**src/rtl/cfix_accum_pkg.sv**
```systemverilog
// Shared utility types and helpers for the fixed-point datapath blocks.
// Holds FSM state encodings, FPU opcodes and signed saturation bounds.
package cfix_accum_pkg;

  typedef enum logic [1:0] {
    FPU_ADD,
    FPU_SUB,
    FPU_MUL,
    FPU_FMA
  } fpu_op_t;

  typedef enum logic {
    ST_ACC,
    ST_HOLD
  } acc_state_t;

  // Bounds of a signed word with n_tot magnitude bits plus sign.
  function automatic longint sat_max(input int n_tot);
    return (longint'(1) <<< n_tot) - longint'(1);
  endfunction

  function automatic longint sat_min(input int n_tot);
    return -(longint'(1) <<< n_tot);
  endfunction

endpackage

```
**src/rtl/fix_sat_add.sv**
```systemverilog
// Combinational signed saturating adder; zero latency, no flow control.
// Flags sat whenever the true sum falls outside the signed [N_TOT:0] range.
module fix_sat_add #(
  parameter int N_TOT = 31
) (
  input  logic signed [N_TOT:0] a,
  input  logic signed [N_TOT:0] b,
  output logic signed [N_TOT:0] sum,
  output logic                  sat
);
  import cfix_accum_pkg::*;

  localparam logic signed [N_TOT+1:0] SMAX = (N_TOT+2)'(sat_max(N_TOT));
  localparam logic signed [N_TOT+1:0] SMIN = (N_TOT+2)'(sat_min(N_TOT));

  logic signed [N_TOT+1:0] wide;

  always_comb begin
    wide = (N_TOT+2)'(a) + (N_TOT+2)'(b);
    sum  = wide[N_TOT:0];
    sat  = 1'b0;
    if (wide > SMAX) begin
      sum = SMAX[N_TOT:0];
      sat = 1'b1;
    end else if (wide < SMIN) begin
      sum = SMIN[N_TOT:0];
      sat = 1'b1;
    end
  end

endmodule

```
**src/rtl/cfix_accum.sv**
```systemverilog
// Complex saturating frame accumulator: sums N_ACC accepted samples per frame.
// Result valid 1 cycle after the last accept; held until out_ready, with same-cycle hand-off.
module cfix_accum #(
  parameter int n_int  = 8,
  parameter int n_mant = 23,
  parameter int N_ACC  = 16
) (
  input  logic                          clk,
  input  logic                          rst,
  input  logic                          clr,
  input  logic                          in_valid,
  output logic                          in_ready,
  input  logic signed [n_int+n_mant:0]  inR,
  input  logic signed [n_int+n_mant:0]  inI,
  output logic                          out_valid,
  input  logic                          out_ready,
  output logic signed [n_int+n_mant:0]  resultR,
  output logic signed [n_int+n_mant:0]  resultI,
  output logic                          ovf
);
  import cfix_accum_pkg::*;

  localparam int N_TOT = n_int + n_mant;
  localparam int CW    = (N_ACC > 1) ? $clog2(N_ACC) : 1;

  acc_state_t            state, state_nxt;
  logic [CW-1:0]         cnt, cnt_nxt;
  logic signed [N_TOT:0] acc_r, acc_i, acc_r_nxt, acc_i_nxt;
  logic signed [N_TOT:0] sum_r, sum_i, new_r, new_i;
  logic signed [N_TOT:0] res_r_nxt, res_i_nxt;
  logic                  sat_r, sat_i, flag, flag_nxt, new_flag;
  logic                  out_valid_nxt, ovf_nxt;
  logic                  accept, first, last;

  assign in_ready = !rst || (state == ST_ACC) || out_ready;
  assign accept   = rst && in_valid && in_ready && !clr;
  assign first    = (cnt == '0);
  assign last     = (cnt == CW'(N_ACC - 1));

  fix_sat_add #(.N_TOT(N_TOT)) u_add_r (.a(acc_r), .b(inR), .sum(sum_r), .sat(sat_r));
  fix_sat_add #(.N_TOT(N_TOT)) u_add_i (.a(acc_i), .b(inI), .sum(sum_i), .sat(sat_i));

  // First sample of a frame loads directly, so a stale accumulator never leaks in.
  assign new_r    = first ? inR : sum_r;
  assign new_i    = first ? inI : sum_i;
  assign new_flag = first ? 1'b0 : (flag | sat_r | sat_i);

  always_comb begin
    state_nxt     = state;
    cnt_nxt       = cnt;
    acc_r_nxt     = acc_r;
    acc_i_nxt     = acc_i;
    flag_nxt      = flag;
    out_valid_nxt = out_valid;
    res_r_nxt     = resultR;
    res_i_nxt     = resultI;
    ovf_nxt       = ovf;
    if (clr) begin
      state_nxt     = ST_ACC;
      cnt_nxt       = '0;
      acc_r_nxt     = '0;
      acc_i_nxt     = '0;
      flag_nxt      = 1'b0;
      out_valid_nxt = 1'b0;
    end else begin
      if (out_valid && out_ready) begin
        out_valid_nxt = 1'b0;
        state_nxt     = ST_ACC;
      end
      if (accept) begin
        acc_r_nxt = new_r;
        acc_i_nxt = new_i;
        flag_nxt  = new_flag;
        if (last) begin
          cnt_nxt       = '0;
          res_r_nxt     = new_r;
          res_i_nxt     = new_i;
          ovf_nxt       = new_flag;
          out_valid_nxt = 1'b1;
          state_nxt     = ST_HOLD;
        end else begin
          cnt_nxt = cnt + CW'(1);
        end
      end
    end
  end

  always_ff @(posedge clk) begin
    if (!rst) begin
      state     <= ST_ACC;
      cnt       <= '0;
      acc_r     <= '0;
      acc_i     <= '0;
      flag      <= 1'b0;
      out_valid <= 1'b0;
      resultR   <= '0;
      resultI   <= '0;
      ovf       <= 1'b0;
    end else begin
      state     <= state_nxt;
      cnt       <= cnt_nxt;
      acc_r     <= acc_r_nxt;
      acc_i     <= acc_i_nxt;
      flag      <= flag_nxt;
      out_valid <= out_valid_nxt;
      resultR   <= res_r_nxt;
      resultI   <= res_i_nxt;
      ovf       <= ovf_nxt;
    end
  end

endmodule
```
**config.mk**
```make
export PLATFORM = sky130hd
export DESIGN_NAME = cfix_accum
export DESIGN_NICKNAME = d
export VERILOG_FILES = /design/src/rtl/cfix_accum_pkg.sv /design/src/rtl/fix_sat_add.sv /design/src/rtl/cfix_accum.sv
export SDC_FILE = /design/constraint.sdc
export NUM_CORES = 1
export LEC_CHECK = 0
export BUFFER_PORTS_ARGS = -buffer_cell sky130_fd_sc_hd__buf_2
export CAP_MARGIN = 20
export CORE_MARGIN = 2
export CORE_UTILIZATION = 63
export CTS_CLUSTER_SIZE = 8
export DETAILED_ROUTE_END_ITERATION = 10
export PLACE_DENSITY = 0.83
export SYNTH_ARGS = -nofsm -noshare
export SYNTH_HDL_FRONTEND = slang
export SYNTH_SLANG_ARGS = --single-unit
```
**constraint.sdc**
```tcl
create_clock -name clk -period 4.4 [get_ports clk]
set_input_delay 0 -clock clk [delete_from_list [all_inputs] [get_ports clk]]
set_output_delay 0 -clock clk [all_outputs]
set_load 0.01 [all_outputs]
```
==> results by group <==
Logic synthesis
  • Distinct cell type count after synthesis: 74
  • Post-synth ARST share: 0
  • Syn_area_per_cell: between 7 and 8 sq um
  • Net count after synthesis: 1312
  • Sequential share of the synthesized area: 0.299
  • Mapped Cells: between 1000 and 1500
  • Syn Std Cell Area: roughly 0.009 sq mm
  • Synth warnings: 0
  • Synth Register Bits: 136
  • Primary FF master, synth: dfxtp_1
  • EDFF count, synth: 0

Global routing
  • Gr busiest metal: met2
  • Largest net degree at the start of global routing: a little under 70
  • Met2 usage: 0.609
  • Vias in the first global route: around 9500
  • GRT overflow: 0
  • GRT Util Overall: 0.358
  • M3 GR Usage: 0.0602
  • Antenna violations before repair: 0
  • Met1 Use GR: 0.426
  • First-pass GRT wire length: approximately 46000 um

Setup path
  • Worst endpoint data arrival time: about 4300 ps
  • R2r startpoint: acc_i[0]
  • Max incr delay on CP: between 700 and 800 ps
  • Worst Setup Path Type: reg -> reg
  • Reg2reg path depth: 12
  • CP bufs+invs: 1
  • Worst-path fanout max: 14
  • CP Capture Type: flop
  • Setup crit start kind: flop
  • Req. time, crit path: 4730 ps
  • Reg-to-reg setup timing slack: roughly 480 ps
  • Worst path top cell family by delay: simple AND/OR/NAND/NOR gates
  • Crit-path cells: ha_1 > inv_1 > fa_1 > nand2b_1 > a21oi_1 > o21ai_0 > a21o_1 > nand4_1 > a41oi_2 > nor2_2 > nor2_1 > a221oi_1
  • RR Endpoint: acc_i[21]
  • Crit path max-delay cell type: nor2_2

Place
  • Port bufs: about 140
  • Placer Congestion: slightly above 0.9
  • Hpwl dp: 18800 um

Floorplan
  • Die area: approximately 0.015 sq mm
  • Die Y: 124 um
  • Die extent in x: roughly 120 um
  • Core footprint: ~0.014 sq mm
  • Starting Density: 0.651
  • Row cnt: 43
  • I/O pin cnt: 136

Layout
  • Core Util, Final: 0.779
  • Fillers: 1040
  • Area of the multi-input gates: ~0.006 sq mm
  • Area Overhead vs Synth: 19.6%
  • Register area: approximately 0.0027 sq mm
  • Nets@finish: 1450
  • Share of cells above drive strength 1: 0.161
  • Ant. Diodes: 0

Job
  • Max Cap Viol: 0

Route
  • Vias/cell: about 6.5
  • Starting DRT DRC Count: between 800 and 900
  • Via count: between 9000 and 10000
  • DRC: 0
  • Detailed-route wire length: ~28000 um
  • TritonRoute pass-1 iters: 5
  • DR WL/cell: between 15 and 20 um
  • Post-DRT Antenna Nets: 0

Clock tree
  • CTS Buf Count: 17
  • CTS Buffer Depth: 2
  • H-tree Lvls: 4
  • CTS resizes: 0
  • Hold buffer count at CTS: 53
  • Clk_lat worst skew: roughly 430 ps
  • Worst-path clk slew: roughly 60 ps
  • Clk root buf: clkbuf_16
  • Post-CTS Setup Bufs: 0
  • # clock sinks: 136
  • CTS tree: done

Timing
  • Hold WS: roughly 8.5 ps
  • Pins Over Slew Limit: 0
  • Final Cycle Share: 0.890
  • RSZ-0062 raised after global routing: no
  • Setup-failing EPs final: 0
  • Max Fclk: roughly 260 MHz
  • Worst Tran Pin Value: between 900 and 1000 ps
  • Slew HR: 0.363
  • Final min period: a little under 4000 ps
  • Total Neg Setup Slack: 0 ps
  • Hold Fails Final Rpt: 0
  • Post-Route Skew: roughly 5.4 ps

Min path
  • Min-Delay Path Class: in -> reg
  • Hold_sp: inR[4]
  • Hold Path Depth: 3
  • Min-Delay Endpoint: acc_r[4]

Pwr
  • Cell Pwr Density: ~320 mW/mm^2
  • Max VDD drop: around 0.36 mV
  • Leak: approximately 0.0048 uW
  • Tot Pwr: between 3000 and 4000 uW

Run status
  • Status: finished, final reports clean
==> flip-flops by register name, summed over array words and instances, names as in the netlist <==
register,cells
acc_i,32
acc_r,32
resultI,32
resultR,32
cnt,4
flag,1
out_valid,1
ovf,1
state,1
==> tightest hold or removal path: stages <==
cell	delay [ps]
buf_2	110
o21ai_0	170
a221oi_1	100
==> per-stage QoR <==
stage / setup WS [ps] / instance area [sq um] / instances
2_1_floorplan: 1630 / 9110 / 1175
3_5_place_dp: 614 / 9760 / 1420
3_3_place_gp: 698 / 9760 / 1420
4_1_cts: 603 / 10900 / 1505
5_1_grt: 190 / 10900 / 1506
6_report: 484 / 10900 / 1506
==> cell usage after synthesis (3+ instances only) <==
cell type | number | share of area
a21oi_1 | 145 | 0.080
dfxtp_1 | 136 | 0.30
o41ai_1 | 5 | 0.0048
buf_4 | 5 | 0.0041
nor2_1 | 50 | 0.021
and3_1 | 4 | 0.0027
a211oi_1 | 11 | 0.0091
and2_1 | 7 | 0.0048
nor3_1 | 18 | 0.0099
o21a_1 | 4 | 0.0033
inv_1 | 19 | 0.0078
a311oi_1 | 4 | 0.0038
nand3b_1 | 3 | 0.0025
ha_1 | 66 | 0.091
a21o_1 | 34 | 0.028
nand3_1 | 28 | 0.015
o31ai_1 | 4 | 0.0033
nand2_1 | 150 | 0.062
o211ai_1 | 29 | 0.024
nand4_1 | 16 | 0.011
xnor2_1 | 28 | 0.027
a221oi_1 | 38 | 0.037
clkbuf_1 | 60 | 0.025
a31oi_1 | 19 | 0.013
nand2b_1 | 11 | 0.0076
o21ai_2 | 3 | 0.0029
buf_2 | 13 | 0.0071
xor2_1 | 31 | 0.030
and4_1 | 3 | 0.0029
o21bai_1 | 5 | 0.0041
o21ai_1 | 10 | 0.0055
nor2b_1 | 4 | 0.0027
o21ai_0 | 150 | 0.082
or2_2 | 4 | 0.0027
o22ai_1 | 6 | 0.0041
==> cells by family after synthesis <==
| kind of cell | synth area share |
|---|---|
| AO/OA/AOI/OAI | 0.333 |
| XOR/XNOR | 0.0585 |
| adder cells (fa/ha/maj) | 0.0974 |
| buffers and inverters | 0.0455 |
| flip-flops | 0.299 |
| multiplexers | 0.00440 |
| AND/OR/NAND/NOR | 0.162 |
==> placed cells by master (no fill, tap or decap), types with 29 or more instances in the layout <==
cell / n
dlygate4sd3_1: 53
xor2_1: 31
nand2_1: 148
a21o_1: 34
a21oi_1: 145
buf_2: 135
ha_1: 66
o21ai_0: 150
o211ai_1: 29
a221oi_1: 38
nor2_1: 48
dfxtp_1: 136
==> where the power goes <==
group / switching, uW / total, uW / internal (uW)
clock: 587 / 1440 / 852
combinational: 458 / 729 / 271
sequential: 14.6 / 1270 / 1260
==> worst max path at each step <==
stage          slack (ps)  startpoint   endpoint  depth (start not counted)
2_1_floorplan        1630    acc_r[0]  acc_r[10]                         13
3_3_place_gp          700    acc_i[0]   acc_i[0]                         12
3_5_place_dp          610    acc_i[0]  acc_i[21]                         12
4_1_cts               600    acc_i[0]  acc_i[21]                         12
5_1_grt               190    acc_i[0]  acc_i[28]                         12
6_report              480    acc_i[0]  acc_i[21]                         12
==> final cells by class <==
| type | count | share of cell area |
|---|---|---|
| multi-input cells | 940 | 0.549 |
| inverters | 19 | 0.00655 |
| clock buffers | 18 | 0.0403 |
| well taps | 180 | 0.0207 |
| flip-flops and latches | 136 | 0.250 |
| repair buffers | 199 | 0.119 |
| clock inverters | 14 | 0.0137 |
==> per-layer routing <==
layer | share of wire | routed length, um | vias up
li1 | - | - | 4629
met1 | 0.41 | 11700 | 4564
met2 | 0.48 | 13700 | 468
met3 | 0.065 | 1850 | 96
met4 | 0.044 | 1260 | 0
met5 | 0 | 0 | -
(Power assumes the default switching activity.)
